==> src/rtl/divacc.sv <==
// Iterative restoring divide-accumulator: acc <= acc / x per accepted request.
// Ports: clk, reset, en, x in; out(=acc), rem, busy, done, div_zero, inexact out.
module divacc #(
  parameter int WIDTH = 8,
  parameter logic [WIDTH-1:0] INIT = {WIDTH{1'b1}}
) (
  input  logic             clk,
  input  logic             reset,
  input  logic             en,
  input  logic [WIDTH-1:0] x,
  output logic [WIDTH-1:0] out,
  output logic [WIDTH-1:0] rem,
  output logic             busy,
  output logic             done,
  output logic             div_zero,
  output logic             inexact
);

  localparam int CW = $clog2(WIDTH + 1);

  typedef enum logic [1:0] {
    S_IDLE,
    S_DIV,
    S_DONE
  } state_t;

  state_t state, state_n;

  logic [WIDTH-1:0] acc;
  logic [WIDTH-1:0] rem_q;
  logic [WIDTH-1:0] dvs;
  logic [WIDTH-1:0] dvd;
  logic [WIDTH-1:0] p;
  logic [CW-1:0]    cnt;

  logic [WIDTH:0] p_sh;
  logic [WIDTH:0] p_nx;
  logic           ge;

  always_ff @(posedge clk) begin
    if (reset) state <= S_IDLE;
    else       state <= state_n;
  end

  always_comb begin
    state_n = state;
    unique case (state)
      S_IDLE: if (en) state_n = (x == '0) ? S_DONE : S_DIV;
      S_DIV:  if (cnt == CW'(1)) state_n = S_DONE;
      S_DONE: state_n = S_IDLE;
      default: state_n = S_IDLE;
    endcase
  end

  // Partial remainder stays below the divisor, so WIDTH bits hold it;
  // only the shifted compare needs the extra bit.
  always_comb begin
    p_sh = {p, dvd[WIDTH-1]};
    ge   = (p_sh >= {1'b0, dvs});
    p_nx = ge ? (p_sh - {1'b0, dvs}) : p_sh;
  end

  // Quotient bits shift into the dividend register from the LSB side.
  always_ff @(posedge clk) begin
    if (reset) begin
      acc      <= INIT;
      rem_q    <= '0;
      dvs      <= '0;
      dvd      <= '0;
      p        <= '0;
      cnt      <= '0;
      done     <= 1'b0;
      div_zero <= 1'b0;
      inexact  <= 1'b0;
    end else begin
      done <= 1'b0;
      unique case (state)
        S_IDLE: begin
          if (en) begin
            dvd <= acc;
            p   <= '0;
            if (x == '0) begin
              div_zero <= 1'b1;
            end else begin
              dvs <= x;
              cnt <= CW'(WIDTH);
            end
          end
        end
        S_DIV: begin
          p   <= p_nx[WIDTH-1:0];
          dvd <= {dvd[WIDTH-2:0], ge};
          cnt <= cnt - CW'(1);
        end
        S_DONE: begin
          acc     <= dvd;
          rem_q   <= p;
          inexact <= inexact | (p != '0);
          done    <= 1'b1;
        end
        default: ;
      endcase
    end
  end

  assign out  = acc;
  assign rem  = rem_q;
  assign busy = (state != S_IDLE);

endmodule
==> config.mk <==
export PLATFORM = sky130hd
export DESIGN_NAME = divacc
export DESIGN_NICKNAME = d
export VERILOG_FILES = /design/src/rtl/divacc.sv
export SDC_FILE = /design/constraint.sdc
export NUM_CORES = 1
export LEC_CHECK = 0
export CAP_MARGIN = 10
export CORE_UTILIZATION = 45
export CTS_CLUSTER_SIZE = 24
export DETAILED_ROUTE_END_ITERATION = 16
export DONT_BUFFER_PORTS = 1
export PLACE_DENSITY_LB_ADDON = 0.1
export SYNTH_ARGS = -nofsm -noshare
export SYNTH_HDL_FRONTEND = slang
export SYNTH_SLANG_ARGS = --single-unit
==> constraint.sdc <==
create_clock -name clk -period 1.66 [get_ports clk]
set_input_delay 0.332 -clock clk [delete_from_list [all_inputs] [get_ports clk]]
set_output_delay 0.332 -clock clk [all_outputs]
set_load 0.03 [all_outputs]
# Yosys cells after proc, flatten, opt, wreduce, memory -nomap -nowiden

Index checks and enable logic that the tools add are counted.

Register bits: 49
Logic and storage cells: 44

Muxes and demuxes: 13
Order comparisons: 1
Equal/unequal tests: 6
Add/subtract/negate cells: 2
Bitwise gates (word level): 2
Reduce and logical (&&, ||, !) cells: 10

Operators with widths:

| cell                | count |
|---|---|
| $pmux 8 s2          | 2 |
| $mux 8              | 3 |
| $ge 9x8->1          | 1 |
| $reduce_and 3->1    | 3 |
| $logic_not 8->1     | 1 |
| $mux 4              | 2 |
| $pmux 4 s2          | 1 |
| $reduce_bool 8->1   | 1 |
| $sub 8x8->8         | 1 |
| $mux 2              | 3 |
| $ne 2x2->1 const B  | 3 |
| $eq 4x1->1 const B  | 1 |
| $pmux 2 s2          | 1 |
| $reduce_and 2->1    | 2 |
| $reduce_bool 2->1   | 2 |
| $sub 4x1->4 const B | 1 |
| $eq 2x1->1 const B  | 1 |
| $eq 2x2->1 const B  | 1 |
| $logic_not 2->1     | 1 |
| $mux 1              | 1 |
| $not 1->1           | 1 |
| $or 1x1->1          | 1 |

# Logic depth before layout (Yosys ltp)

Word-level depth: 4
Gate-level depth with buffers: 9
Depth with buffers taken out: 8

# Least setup slack after synthesis

OpenSTA, ideal clock, no wires.

Path kind: reg-to-reg
From: reg dvs[6]
To: reg p[2]
Clock period less this slack: 1.812 ns
Cell stages (with the launch flop): 9
Path slack: -0.152 ns
Required time: 1.539 ns
Arrival: 1.691 ns
Cell sequence: dfxtp_1 inv_1 ha_1 a21o_1 a211o_1 a21oi_2 buf_6 mux2i_1 o21ai_1

Word-level cells in the longest chain between the ends: 3

RTL lines:

| item                   | line | source |
|---|---|---|
| from (decl)            | 31   | `logic [WIDTH-1:0] dvs;` |
| from (signal assigned) | 68   | `dvs <= '0;` |
| from (signal assigned) | 85   | `dvs <= x;` |
| $ge 9x8->1             | 59   | `ge = (p_sh >= {1'b0, dvs});` |
| $mux 8                 | 60   | `p_nx = ge ? (p_sh - {1'b0, dvs}) : p_sh;` |
| $pmux 8 s2             | 77   | `unique case (state)` |
| to (signal assigned)   | 91   | `p <= p_nx[WIDTH-1:0];` |
| to (decl)              | 33   | `logic [WIDTH-1:0] p;` |

Every way passes these cells.
A chain may end at the register's enable or synchronous reset.

# Final worst setup path

From: reg dvd[7]
To: reg p[6]

Word-level cells in the longest chain between the ends: 3

RTL lines:

| item                                             | line   | source |
|---|---|---|
| from (decl)                                      | 32     | `logic [WIDTH-1:0] dvd;` |
| from (signal assigned)                           | 92     | `dvd <= {dvd[WIDTH-2:0], ge};` |
| $sub 8x8->8 / $ge 9x8->1 (equally long branches) | 60, 59 |  |
| $mux 8 (*)                                       | 60     |  |
| $pmux 8 s2 (*)                                   | 77     |  |

Every way passes the cells marked *; elsewhere a longest branch is shown, timed or not.

==> implementation parameters <==
Parameter                              Value

Floorplan
  Top-level port count ... 31
  Floorplan die area ... 5575 um^2
  Core footprint ... 5107 um^2
  Chip Width ... 74.67 um
  Number of placement rows ... 26
  Starting density of the core ... 46.52%
  Vertical extent of the die ... 74.67 um

Setup path
  Critical R2R Capture ... p[6]
  Top fanout value on the critical path ... 2
  Depth of the worst register-to-register path ... 8
  Critical path class ... reg -> reg
  Critical path arrival ... 1.96 ns
  Capturing element of the worst setup path ... p[6]
  Worst Setup Start Kind ... register
  Launch instance of the worst register-to-register path ... dvd[7]
  Worst EP required ... 1.90 ns
  Setup slack on the worst flop-to-flop path ... -0.06 ns
  Capturing element type of the critical path ... register
  Worst setup startpoint ... dvd[7]

Drt
  Number of antenna-violating nets in the routed design ... 0
  Routed WL ... 5289 um
  TritonRoute pass-1 iters ... 4
  DRC violations left ... 0
  Routed via count ... 2060
  Violation count after the first detailed-routing iteration ... 82
  Average routed wire per standard cell ... 13.29 um
  Ratio of routed vias to standard cells ... 5.176

Synth
  Number of synthesized register bits ... 49
  Combinational family with the most area after synthesis ... simple AND/OR/NAND/NOR gates
  EDFF count, synth ... 0
  Synthesized instance count ... 291
  Syn_nets ... 313
  Xor/xnor cell area share of the yosys netlist ... 2.212%
  Part of the Yosys area used for sequential elements ... 41.28%
  Synthesized cell area ... 2376 um^2
  Cell variety after synth ... 46
  Synthesis warning total ... 0
  Per-instance average area after synthesis ... 8.165 um^2
  Post-Synth Adder-Cell Area ... 6.108%
  Main synth FF type ... sky130_fd_sc_hd__dfxtp_1
  Mux share of post-synthesis cell area ... 5.477%
  Simple-gate area share of the yosys netlist ... 24.28%
  Ys async rst share ... 0%
  Post-synthesis compound-gate area fraction ... 16.11%

CTS
  Clock Pin Slew Worst Setup and Hold Paths ... 0.10 ns
  Clock insertion delay at the later pin of the skew report ... 0.30 ns
  Number of buffers added by the clock tree synthesis step ... 5
  Htree depth ... 2
  Hold buffers post-CTS ... 0
  Buffer levels on the longest clock path ... 2
  Clock tree sinks ... 49
  Clock tree from TritonCTS ... yes
  CTS root buffer ... sky130_fd_sc_hd__clkbuf_8

Timing
  Setup repair after global routing missed its margin ... true
  # setup viols final ... 5
  Number of hold violations in the final report ... 0
  Relative slew margins ... 64.16%
  Final critical-path required period ... 1.717 ns
  Skew final ... 0.01268 ns
  Measured slew at the worst slew-check pin ... 0.5356 ns
  Top achievable clock speed ... 0.5824 GHz
  Total count of max-transition violations in the final report ... 0
  Share of the cycle needed by the critical path after routing ... 103.4%
  Setup Total Neg Slack ... -0.1173 ns
  Setup slack after layout ... -0.05694 ns

Cells and area
  Final standard cell area without fillers ... 2968 um^2
  Area added between synthesis and finish ... 24.91%
  Fraction of layout cells with a size suffix above 1 ... 24.39%
  Count of antenna diodes in the layout ... 0
  Final std cells w/o fill ... 398
  Net count of the finished layout ... 349

Outcome
  Run status ... complete, but fails checks
  Violations in the final reports ... setup timing

Place
  Buffers on Ports ... 0
  Number of placed instances, taps included ... 387
  DP Wirelength ... 3863 um
  Routability cong. ... 0.7747
  Cell area after placement ... 2771 um^2

Pwr
  Net switching power ... 952.6 uW
  Static Leakage ... 1.272 nW
  Post-route total power ... 3.189 mW
  Power Dens Cells ... 1075 nW/um^2
  Design internal power ... 2.237 mW
  Portion of total power attributed to sequential cells ... 41.5%
  Sw Share ... 29.87%
  Share of total power in the clock network ... 27.1%
  Max VDD drop ... 0.4649 mV
  Combinational group share of total power ... 31.4%

Flow run
  Count of max-cap constraint violations ... 0

Global routing
  Pin count of the biggest net entering global routing ... 36
  Number of antenna violations at the first check in global routing ... 0
  Vias in the first global route ... 1956
  Sum of overflow across all layers after global routing ... 0
  Total track usage ... 20.67%
  Wire length of the first global-routing pass ... 8797 um

Min path
  Type of the tightest min-delay check ... in -> reg
-- sequential cells by signal, summed over array words and instances, names as in the netlist --
signal	flops
state	2
p	8
inexact	1
div_zero	1
rem	8
done	1
dvd	8
dvs	8
out	8
cnt	4
-- per-stage QoR --
stage	hold WS (ns)	util (%)	setup WS (ns)
after floorplan	0.4604	-	-0.02193
after global placement	0.4033	54.26	-0.07211
after detailed placement	0.4039	54.26	-0.08627
after CTS	0.06978	57.67	-0.07253
after global routing	0.05975	58.11	-0.1516
final	0.08365	58.11	-0.05694
-- power by group through the flow --
| stage | Combinational [mW] | Sequential, mW | Clock, mW |
|---|---|---|---|
| finish | 1.00 | 1.32 | 0.864 |
| global route | 1.11 | 1.34 | 0.948 |
| detailed placement | 0.942 | 1.35 | 0 |
| floorplan | 0.670 | 1.34 | 0 |
| CTS | 0.983 | 1.32 | 0.895 |
| global placement | 0.932 | 1.35 | 0 |
-- synth_stat cells (3+ instances only) --
library cell | instances | area, um^2
sky130_fd_sc_hd__nand2_1 | 61 | 229.0
sky130_fd_sc_hd__dfxtp_1 | 49 | 980.9
sky130_fd_sc_hd__nor2_1 | 34 | 127.6
sky130_fd_sc_hd__a21oi_1 | 17 | 85.08
sky130_fd_sc_hd__inv_1 | 13 | 48.80
sky130_fd_sc_hd__mux2i_1 | 13 | 130.1
sky130_fd_sc_hd__ha_1 | 10 | 125.1
sky130_fd_sc_hd__nand3_1 | 8 | 40.04
sky130_fd_sc_hd__o21ai_1 | 8 | 40.04
sky130_fd_sc_hd__a311oi_1 | 7 | 61.31
sky130_fd_sc_hd__clkbuf_1 | 7 | 26.28
sky130_fd_sc_hd__nor3_1 | 6 | 30.03
sky130_fd_sc_hd__nand2b_1 | 5 | 31.28
sky130_fd_sc_hd__xor2_1 | 5 | 43.79
sky130_fd_sc_hd__a32oi_1 | 4 | 35.03
sky130_fd_sc_hd__nor4_1 | 4 | 25.02
sky130_fd_sc_hd__a31oi_1 | 3 | 18.77
sky130_fd_sc_hd__o21ai_0 | 3 | 15.01
-- per-layer routing --
| metal | GRT usage (%) | up-vias | routed length (um) |
|---|---|---|---|
| met5 | 0 | - | 0 |
| met4 | 5.451 | 0 | 28 |
| met3 | 4.552 | 4 | 153 |
| met2 | 34.73 | 19 | 2575 |
| met1 | 26.89 | 958 | 2532 |
| li1 | - | 1079 | - |
-- layout make-up --
cell class | instances | area (um^2)
clock inverter | 3 | 43.79
fill | 504 | 2140
sequential | 49 | 989.7
clock buffer | 5 | 68.82
tap | 70 | 87.58
inverter | 14 | 52.55
timing repair buffer | 41 | 320.3
multi-input combinational | 216 | 1405
-- layout by cell type, fill, tap and decap left out, drive strengths merged, types with 2 or more instances in the layout --
cell type / synthesis / routed
nand2: 61 / 61
dfxtp: 49 / 49
buf: 4 / 41
nor2: 36 / 36
a21oi: 18 / 18
inv: 13 / 14
mux2i: 13 / 13
o21ai: 12 / 12
ha: 10 / 10
nand3: 8 / 8
a311oi: 7 / 7
nor3: 6 / 6
xor2: 5 / 5
clkbuf: 8 / 5
nand2b: 5 / 5
nor4: 5 / 5
a32oi: 4 / 4
a31oi: 3 / 3
nor2b: 2 / 2
o21bai: 2 / 2
o211ai: 2 / 2
a22o: 2 / 2
and2: 2 / 2
clkinv: 1 / 2
-- cells by family (layout without fill, tap and decap cells) --
logic type / count (synthesis) / after routing
xor gates and xnor gates: 6 / 6
adders and majority gates: 11 / 11
muxes: 13 / 13
buffers and inverters: 26 / 63
DFF: 49 / 49
AOI/OAI and AO/OA: 57 / 57
and+or+nand+nor: 129 / 129
-- worst max-delay path: stages, from the launching register on --
cell and delay, ns:
sky130_fd_sc_hd__dfxtp_2 0.34, sky130_fd_sc_hd__inv_2 0.08, sky130_fd_sc_hd__ha_4 0.14, sky130_fd_sc_hd__fa_2 0.20
sky130_fd_sc_hd__nand2b_4 0.13, sky130_fd_sc_hd__a21oi_2 0.06, sky130_fd_sc_hd__or4_4 0.41, sky130_fd_sc_hd__a41o_1 0.19
sky130_fd_sc_hd__o21ai_1 0.11
-- worst min-delay path by stage --
| stage | start | end | slack (ns) | depth (start not counted) |
|---|---|---|---|---|
| 6_report | reset | rem[5] | 0.08 | 1 |
| 5_1_grt | reset | rem[5] | 0.06 | 1 |
| 4_1_cts | reset | rem[7] | 0.07 | 1 |
| 3_5_place_dp | reset | dvd[0] | 0.40 | 1 |
| 3_3_place_gp | reset | dvd[7] | 0.40 | 1 |
| 2_1_floorplan | dvs[2] | dvs[2] | 0.46 | 2 |
-- repair_timing --
action,CTS,global route
gates resized for setup,8,5
setup buffers,2,1
pin swaps,7,5
endpoints found under the setup margin,8,9
No activity file was read; power rests on OpenSTA's default activity.
